## config.mk

```make
export PLATFORM = sky130hd
export DESIGN_NAME = count_arbiter
export DESIGN_NICKNAME = d
export VERILOG_FILES = /design/src/rtl/counter_pkg.sv /design/src/rtl/count_core.sv /design/src/rtl/count_arbiter.sv
export SDC_FILE = /design/constraint.sdc
export NUM_CORES = 1
export LEC_CHECK = 0
export CORE_ASPECT_RATIO = 1.2
export CORE_MARGIN = 1
export CORE_UTILIZATION = 25
export CTS_BUF_LIST = sky130_fd_sc_hd__clkbuf_2
export CTS_CLUSTER_SIZE = 16
export DETAILED_ROUTE_END_ITERATION = 10
export SLEW_MARGIN = 20
export SYNTH_ARGS = -nofsm -noshare
export SYNTH_HDL_FRONTEND = slang
export SYNTH_SLANG_ARGS = --single-unit
```

## constraint.sdc

```tcl
create_clock -name clk -period 2.5 [get_ports clk]
set_clock_uncertainty 0.1 [all_clocks]
set_input_delay 0.5 -clock clk [delete_from_list [all_inputs] [get_ports clk]]
set_output_delay 0.5 -clock clk [all_outputs]
set_load 0.02 [all_outputs]
```

## src/rtl/counter_pkg.sv

```systemverilog
// Shared definitions for the count arbiter: FSM encoding, default counter
// width and the number of requesters.
package counter_pkg;

  localparam int DEFAULT_WIDTH = 4;
  localparam int NUM_REQ       = 2;

  typedef enum logic [1:0] {
    S_IDLE = 2'd0,
    S_LOAD = 2'd1,
    S_RUN  = 2'd2,
    S_DONE = 2'd3
  } state_t;

endpackage

```

## src/rtl/count_core.sv

```systemverilog
// Loadable WIDTH-bit wrap-around up/down counter. step_val exposes the value
// the counter would take on an enabled step, so the controller can detect term.
module count_core #(
  parameter int WIDTH = 4
) (
  input  logic             clk,
  input  logic             reset,
  input  logic             load,
  input  logic             en,
  input  logic             dir,
  input  logic [WIDTH-1:0] load_val,
  output logic [WIDTH-1:0] count,
  output logic [WIDTH-1:0] step_val
);

  logic [WIDTH-1:0] r_count;

  assign step_val = dir ? (r_count + WIDTH'(1)) : (r_count - WIDTH'(1));
  assign count    = r_count;

  always_ff @(posedge clk or negedge reset) begin
    if (!reset) begin
      r_count <= '0;
    end else if (load) begin
      r_count <= load_val;
    end else if (en) begin
      r_count <= step_val;
    end
  end

endmodule

```

## src/rtl/count_arbiter.sv

```systemverilog
// Two-requester round-robin arbiter that runs a shared up/down counter from a
// latched start value to a latched terminal value, then pulses done.
module count_arbiter
  import counter_pkg::*;
#(
  parameter int WIDTH = DEFAULT_WIDTH
) (
  input  logic               clk,
  input  logic               reset,
  input  logic [NUM_REQ-1:0] req,
  input  logic [NUM_REQ-1:0] dir,
  input  logic [WIDTH-1:0]   start0,
  input  logic [WIDTH-1:0]   start1,
  input  logic [WIDTH-1:0]   term0,
  input  logic [WIDTH-1:0]   term1,
  output logic [NUM_REQ-1:0] gnt,
  output logic               busy,
  output logic [WIDTH-1:0]   count,
  output logic [NUM_REQ-1:0] done
);

  state_t             r_state;
  state_t             w_next_state;
  logic               r_idx;
  logic               r_last;
  logic               r_dir;
  logic [NUM_REQ-1:0] r_gnt;
  logic [WIDTH-1:0]   r_start;
  logic [WIDTH-1:0]   r_term;
  logic [WIDTH-1:0]   w_step_val;
  logic               w_win;
  logic               w_held;
  logic               w_grant;
  logic               w_load;
  logic               w_en;
  logic               w_release;

  // With both requesting, the one not served last wins; otherwise the lone requester.
  assign w_win   = (&req) ? ~r_last : req[1];
  assign w_held  = req[r_idx];
  assign w_grant = (r_state == S_IDLE) && (|req);

  always_comb begin
    w_next_state = r_state;
    w_load       = 1'b0;
    w_en         = 1'b0;
    w_release    = 1'b0;
    case (r_state)
      S_IDLE: begin
        if (|req) w_next_state = S_LOAD;
      end
      S_LOAD: begin
        if (!w_held) begin
          w_next_state = S_IDLE;
          w_release    = 1'b1;
        end else begin
          w_load       = 1'b1;
          w_next_state = (r_start == r_term) ? S_DONE : S_RUN;
        end
      end
      S_RUN: begin
        if (!w_held) begin
          w_next_state = S_IDLE;
          w_release    = 1'b1;
        end else begin
          w_en = 1'b1;
          if (w_step_val == r_term) w_next_state = S_DONE;
        end
      end
      S_DONE: begin
        w_next_state = S_IDLE;
        w_release    = 1'b1;
      end
      default: w_next_state = S_IDLE;
    endcase
  end

  // r_last resets to 1 so the first contested grant goes to requester 0.
  always_ff @(posedge clk or negedge reset) begin
    if (!reset) begin
      r_state <= S_IDLE;
      r_gnt   <= '0;
      r_idx   <= 1'b0;
      r_last  <= 1'b1;
      r_dir   <= 1'b0;
      r_start <= '0;
      r_term  <= '0;
    end else begin
      r_state <= w_next_state;
      if (w_grant) begin
        r_idx   <= w_win;
        r_gnt   <= w_win ? 2'b10 : 2'b01;
        r_dir   <= dir[w_win];
        r_start <= w_win ? start1 : start0;
        r_term  <= w_win ? term1 : term0;
      end else if (w_release) begin
        r_gnt  <= '0;
        r_last <= r_idx;
      end
    end
  end

  count_core #(
    .WIDTH(WIDTH)
  ) u_core (
    .clk     (clk),
    .reset   (reset),
    .load    (w_load),
    .en      (w_en),
    .dir     (r_dir),
    .load_val(r_start),
    .count   (count),
    .step_val(w_step_val)
  );

  assign gnt  = r_gnt;
  assign busy = (r_state != S_IDLE);
  assign done = (r_state == S_DONE) ? r_gnt : '0;

endmodule

```

**Word level (Yosys, flattened, before mapping)**

Cells that the tools add are included.

- Flip-flop bits (word level): 19
- Bits of input ports: 22
- Word-level logic and storage cells: 56
- Output and inout bits: 9

- Eq/ne operators: 7
- Reduce and logical (&&, ||, !) cells: 10
- Multiplexer cells: 25
- Bitwise gates (word level): 2
- $add $sub $neg: 2
- Order comparisons: 2

Operator list:

| operator | number |
|---|---|
| $mux W4 | 5 |
| $mux W2 | 8 |
| $mux W1 | 10 |
| $eq A4 B4 Y1 | 2 |
| $pmux W2 S4 | 1 |
| $reduce_and A2 Y1 | 3 |
| $reduce_bool A2 Y1 | 3 |
| $add A4 B1 Y4 const B | 1 |
| $eq A2 B2 Y1 const B | 2 |
| $lt A1 B2 Y1 const B | 2 |
| $reduce_or A2 Y1 | 2 |
| $sub A4 B1 Y4 const B | 1 |
| $ne A3 B3 Y1 const B | 1 |
| $eq A2 B1 Y1 const B | 1 |
| $logic_not A2 Y1 | 1 |
| $ne A2 B1 Y1 const B | 1 |
| $not A1 Y1 | 2 |
| $pmux W1 S2 | 1 |
| $logic_and A1 B1 Y1 | 1 |

**Logic depth before layout (Yosys ltp)**

- Depth after elaboration: 6
- Gate-level depth with buffers: 7
- Mapped depth without buffers: 7

**Cells and area by module**

From an unflattened synthesis, not the netlist that was laid out.

- Cell total of the unflattened synthesis: 115
- Area total of the unflattened synthesis: 1204.9 um^2

Modules (own cells, without submodules):

| module | times used | area each (um^2) | cells an instance |
|---|---|---|---|
| count_arbiter | 1 | 862.1 | 80 |
| count_core | 1 | 342.8 | 35 |

**Worst setup path after synthesis**

No wires, ideal clock.

- Path type: register to register
- Start: register u_core.r_count[0], in the netlist u_core.count[0]
- End: register r_state[1]
- Arrival: 1.983 ns
- Cell stages (with the launch flop): 8
- Path buffers: 0
- Setup time: 0.121 ns
- Path slack: 0.296 ns
- Data required time: 2.279 ns
- Cell sequence: dfrtp_1 > inv_1 > fa_1 > xor2_1 > xor2_1 > o2111ai_1 > a31o_1 > a22o_1

- Longest elaborated chain between the ends: 5

Ends and longest elaborated chain:

| what | line | text |
|---|---|---|
| from (decl) | count_core.sv:16 | `logic [WIDTH-1:0] r_count;` |
| from (signal assigned) | count_core.sv:25 | `r_count <= load_val;` |
| from (signal assigned) | count_core.sv:27 | `r_count <= step_val;` |
| $sub A4 B1 Y4 or $add A4 B1 Y4 (tied branches) | count_core.sv:18 | `assign step_val = dir ? (r_count + WIDTH'(1)) : (r_count - WIDTH'(1));` |
| $mux W4 * | count_core.sv:18 |  |
| $eq A4 B4 Y1 * | count_arbiter.sv:67 | `if (w_step_val == r_term) w_next_state = S_DONE;` |
| $ne A3 B3 Y1 (no source line) * | - |  |
| $reduce_and A2 Y1 (no source line) * | - |  |
| to (signal assigned) | count_arbiter.sv:89 | `r_state <= w_next_state;` |
| to (decl) | count_arbiter.sv:22 | `state_t r_state;` |

Every way passes the cells marked *; elsewhere a longest branch is shown, timed or not.
A chain may end at the register's enable or synchronous reset.

**Worst setup path in the final report**

- Start: register r_state[0]
- End: output busy

- Longest elaborated chain between the ends: 1

Ends and longest elaborated chain:

| what | line | text |
|---|---|---|
| $reduce_bool A2 Y1 | count_arbiter.sv:117 | `assign busy = (r_state != S_IDLE);` |
| to (decl) | count_arbiter.sv:17 | `output logic busy,` |

Every way passes these cells.

==> impl_results.md <==
- Status: complete, no violations
- Setup_tns: 0 ns
- Clock net sink count: 19
- DRT antenna net count: 0
- Fmax achieved: 0.423 GHz
- Final hold vios: 0
- Mux cell area share after synthesis: 0.0280
- Largest net degree at the start of global routing: 20
- Cells along the critical path: inv_1 > ha_1 > inv_1 > clkdlybuf4s50_1
- Pwr Density: 1270 mW/mm^2
- Fin Hold WS: 0.433 ns
- Seq cells post-synth: 19
- Biggest cell delay along the critical path: 0.60 ns
- Drt total wl: 2.65 mm
- WP data arrival: 1.76 ns
- CP startpoint: r_state[0]
- Die Span Y: 76.7 um
- First-pass GRT wire length: 4.63 mm
- Count of different cell masters after synthesis: 28
- Clk buf depth: 2
- Congestion Overflow GR: 0
- Initial Utilization: 0.266
- Peak VDD IR: 0.393 mV
- Worst slew pin tran: 0.330 ns
- Period utilisation layout: 0.946
- Ys Warns: 0
- IO buf count: 30
- CP startpoint kind: register
- TritonCTS Buffers: 3
- Avg WL per Cell: 12.5 um
- I/O pins: 31
- Clk root buf: clkbuf_2
- Gr usage total: 0.120
- CTS tree: yes
- Max_slew headroom: 0.779
- Simple-gate portion of the synthesized area: 0.0873
- Commonest cells after routing, fill and taps aside: clkdlybuf4s50_1 (30), inv_1 (19), dfrtp_1 (18)
- Syn nets: 151
- RePlAce Congestion: 0.887
- Max Cap Violations: 0
- Finished Core Util: 0.360
- # rows: 26
- Min Clock Period, post-route: 2.36 ns
- Worst-skew pair later-pin latency: 0.29 ns
- Slew Limit Fails: 0
- Final #Nets: 187
- Required time worst endpoint: 1.90 ns
- DIE AREA: 0.00492 mm^2
- Largest family of logic cells by synthesized area: compound AO/OA/AOI/OAI gates
- Post-cts sizing count: 0
- DR vias/cell: 4.73
- Kind of critical path: register to output pin
- Post-CTS setup buffers: 0
- RSZ-0062 raised after global routing: no
- Adder-Cell Fraction of Synth Area: 0.0927
- First-pass DRT Iterations: 4
- Pre-CTS WS: 0.297 ns
- R2r startpoint: u_core.count[0]
- Critical path's slowest cell: clkdlybuf4s50_1
- Core ar.: 0.00436 mm^2
- Leak: 0.718 nW
- Layout cells sized above 1: 0.0769
- Most common cell after layout, fill and taps aside: clkdlybuf4s50_1
- Worst-path clk slew: 0.17 ns
- Fill cell count: 469
- H-Tree Depth: 1
- Ant diodes: 0
- Synthesized cell area: 0.00116 mm^2
- Syn_area_per_cell: 9.60 um^2
- Via count: 1002
- Final setup vio count: 0
- Sequential area share after synthesis: 0.411
- Crit path max fanout: 4
- Cells after synthesis: 121
- Die X: 64.2 um
- Number of global-route vias before repair: 1107
- Layout area overhead: 35.2%
- Critical path's most frequent cell: inv_1
- Xor and xnor area share after synthesis: 0.0959
- DRC Markers: 0
- Post-DP HPWL: 2.21 mm
- Initial antenna violation count: 0
- CP endpoint kind: output pin
- Final worst slack: 0.136 ns
- Area of the multi-input gates: 602 um^2
- Synth Area in Compound Gates: 0.214
- Initial DRC Count: 46
- Hold Path Class: primary input to async pin
- CTS Hold Bufs: 0
- Register area: 477 um^2
[registers in the layout, summed over array words and instances (netlist names)]
signal,cells
r_last,1
r_start,4
gnt,2
r_dir,1
r_state,2
r_term,4
u_core.count,4
r_idx,1
[logic make-up (layout without fill, tap and decap cells)]
| family | Yosys count | count (layout) |
|---|---|---|
| flops | 19 | 19 |
| xor+xnor | 11 | 11 |
| compound gates | 35 | 35 |
| mux | 3 | 3 |
| simple gates | 23 | 23 |
| buf+inv | 22 | 57 |
| fa+ha+maj | 8 | 8 |
[critical path: cells and delay by family (launching register included)]
kind | cells | cell delay [ns]
adder cells (fa/ha/maj) | 1 | 0.26
flip-flops | 1 | 0.43
buffers and inverters | 3 | 0.79
[cell usage after synthesis]
master / instances / area (um^2)
xnor2_1: 4 / 35.0
nand2_1: 9 / 33.8
clkbuf_1: 3 / 11.3
o21bai_1: 2 / 15.0
nor2_1: 5 / 18.8
o2111ai_1: 1 / 8.76
a22o_1: 1 / 8.76
xor2_1: 6 / 52.6
xor3_1: 1 / 23.8
dfstp_2: 1 / 26.3
o21ai_0: 7 / 35.0
a21o_1: 1 / 7.51
dfrtp_1: 18 / 450
and2_1: 2 / 12.5
ha_1: 7 / 87.6
a31o_1: 1 / 8.76
fa_1: 1 / 20.0
nand3_1: 4 / 20.0
a31o_2: 1 / 8.76
a21oi_1: 9 / 45.0
o22ai_1: 2 / 12.5
a222oi_1: 9 / 90.1
mux2i_1: 1 / 10.0
nor3_1: 2 / 10.0
a32oi_1: 1 / 8.76
mux2_2: 2 / 22.5
and3_1: 1 / 6.26
inv_1: 19 / 71.3
[worst paths after layout]
kind                              end  slack (ns)  cells past startpoint
max reg2reg                r_state[1]        0.27                      7
max                              busy        0.14                      4
min in group clk               gnt[0]        0.46                      2
min reg2reg                    gnt[0]        0.46                      2
min                         r_term[3]        0.43                      2
max in group asynchronous      r_last        1.61                      2
[routing by layer]
layer,wire length [um],global-route usage,part of all wire
met1,1180,0.130,0.45
met2,1330,0.219,0.50
met3,86,0.0119,0.032
met4,49,0.0711,0.018
met5,0,0,0
[power breakdown]
group          leakage (nW)  switching (mW)  internal (mW)  total (mW)
Clock                0.0166          0.0877         0.0424       0.130
Sequential            0.234           0.182          0.465       0.648
Combinational         0.468           0.613          0.607        1.22
Total                 0.718           0.884           1.11        2.00
[final cells by class]
cell class,count,share of cell area
Tap cell,56,0.0446
Clock buffer,4,0.0127
Inverter,19,0.0454
Multi-Input combinational cell,80,0.383
Sequential cell,19,0.304
Timing Repair Buffer,34,0.210
[metrics by stage]
| step | area (um^2) | cells | power (mW) |
|---|---|---|---|
| after global routing | 1570 | 212 | 2.21 |
| after detailed placement | 1550 | 208 | 1.88 |
| final | 1570 | 212 | 2.00 |
| after floorplan | 1160 | 121 | 1.49 |
| after CTS | 1570 | 212 | 2.02 |
| after global placement | 1550 | 208 | 1.86 |
Power figures use the tool's default switching activity.
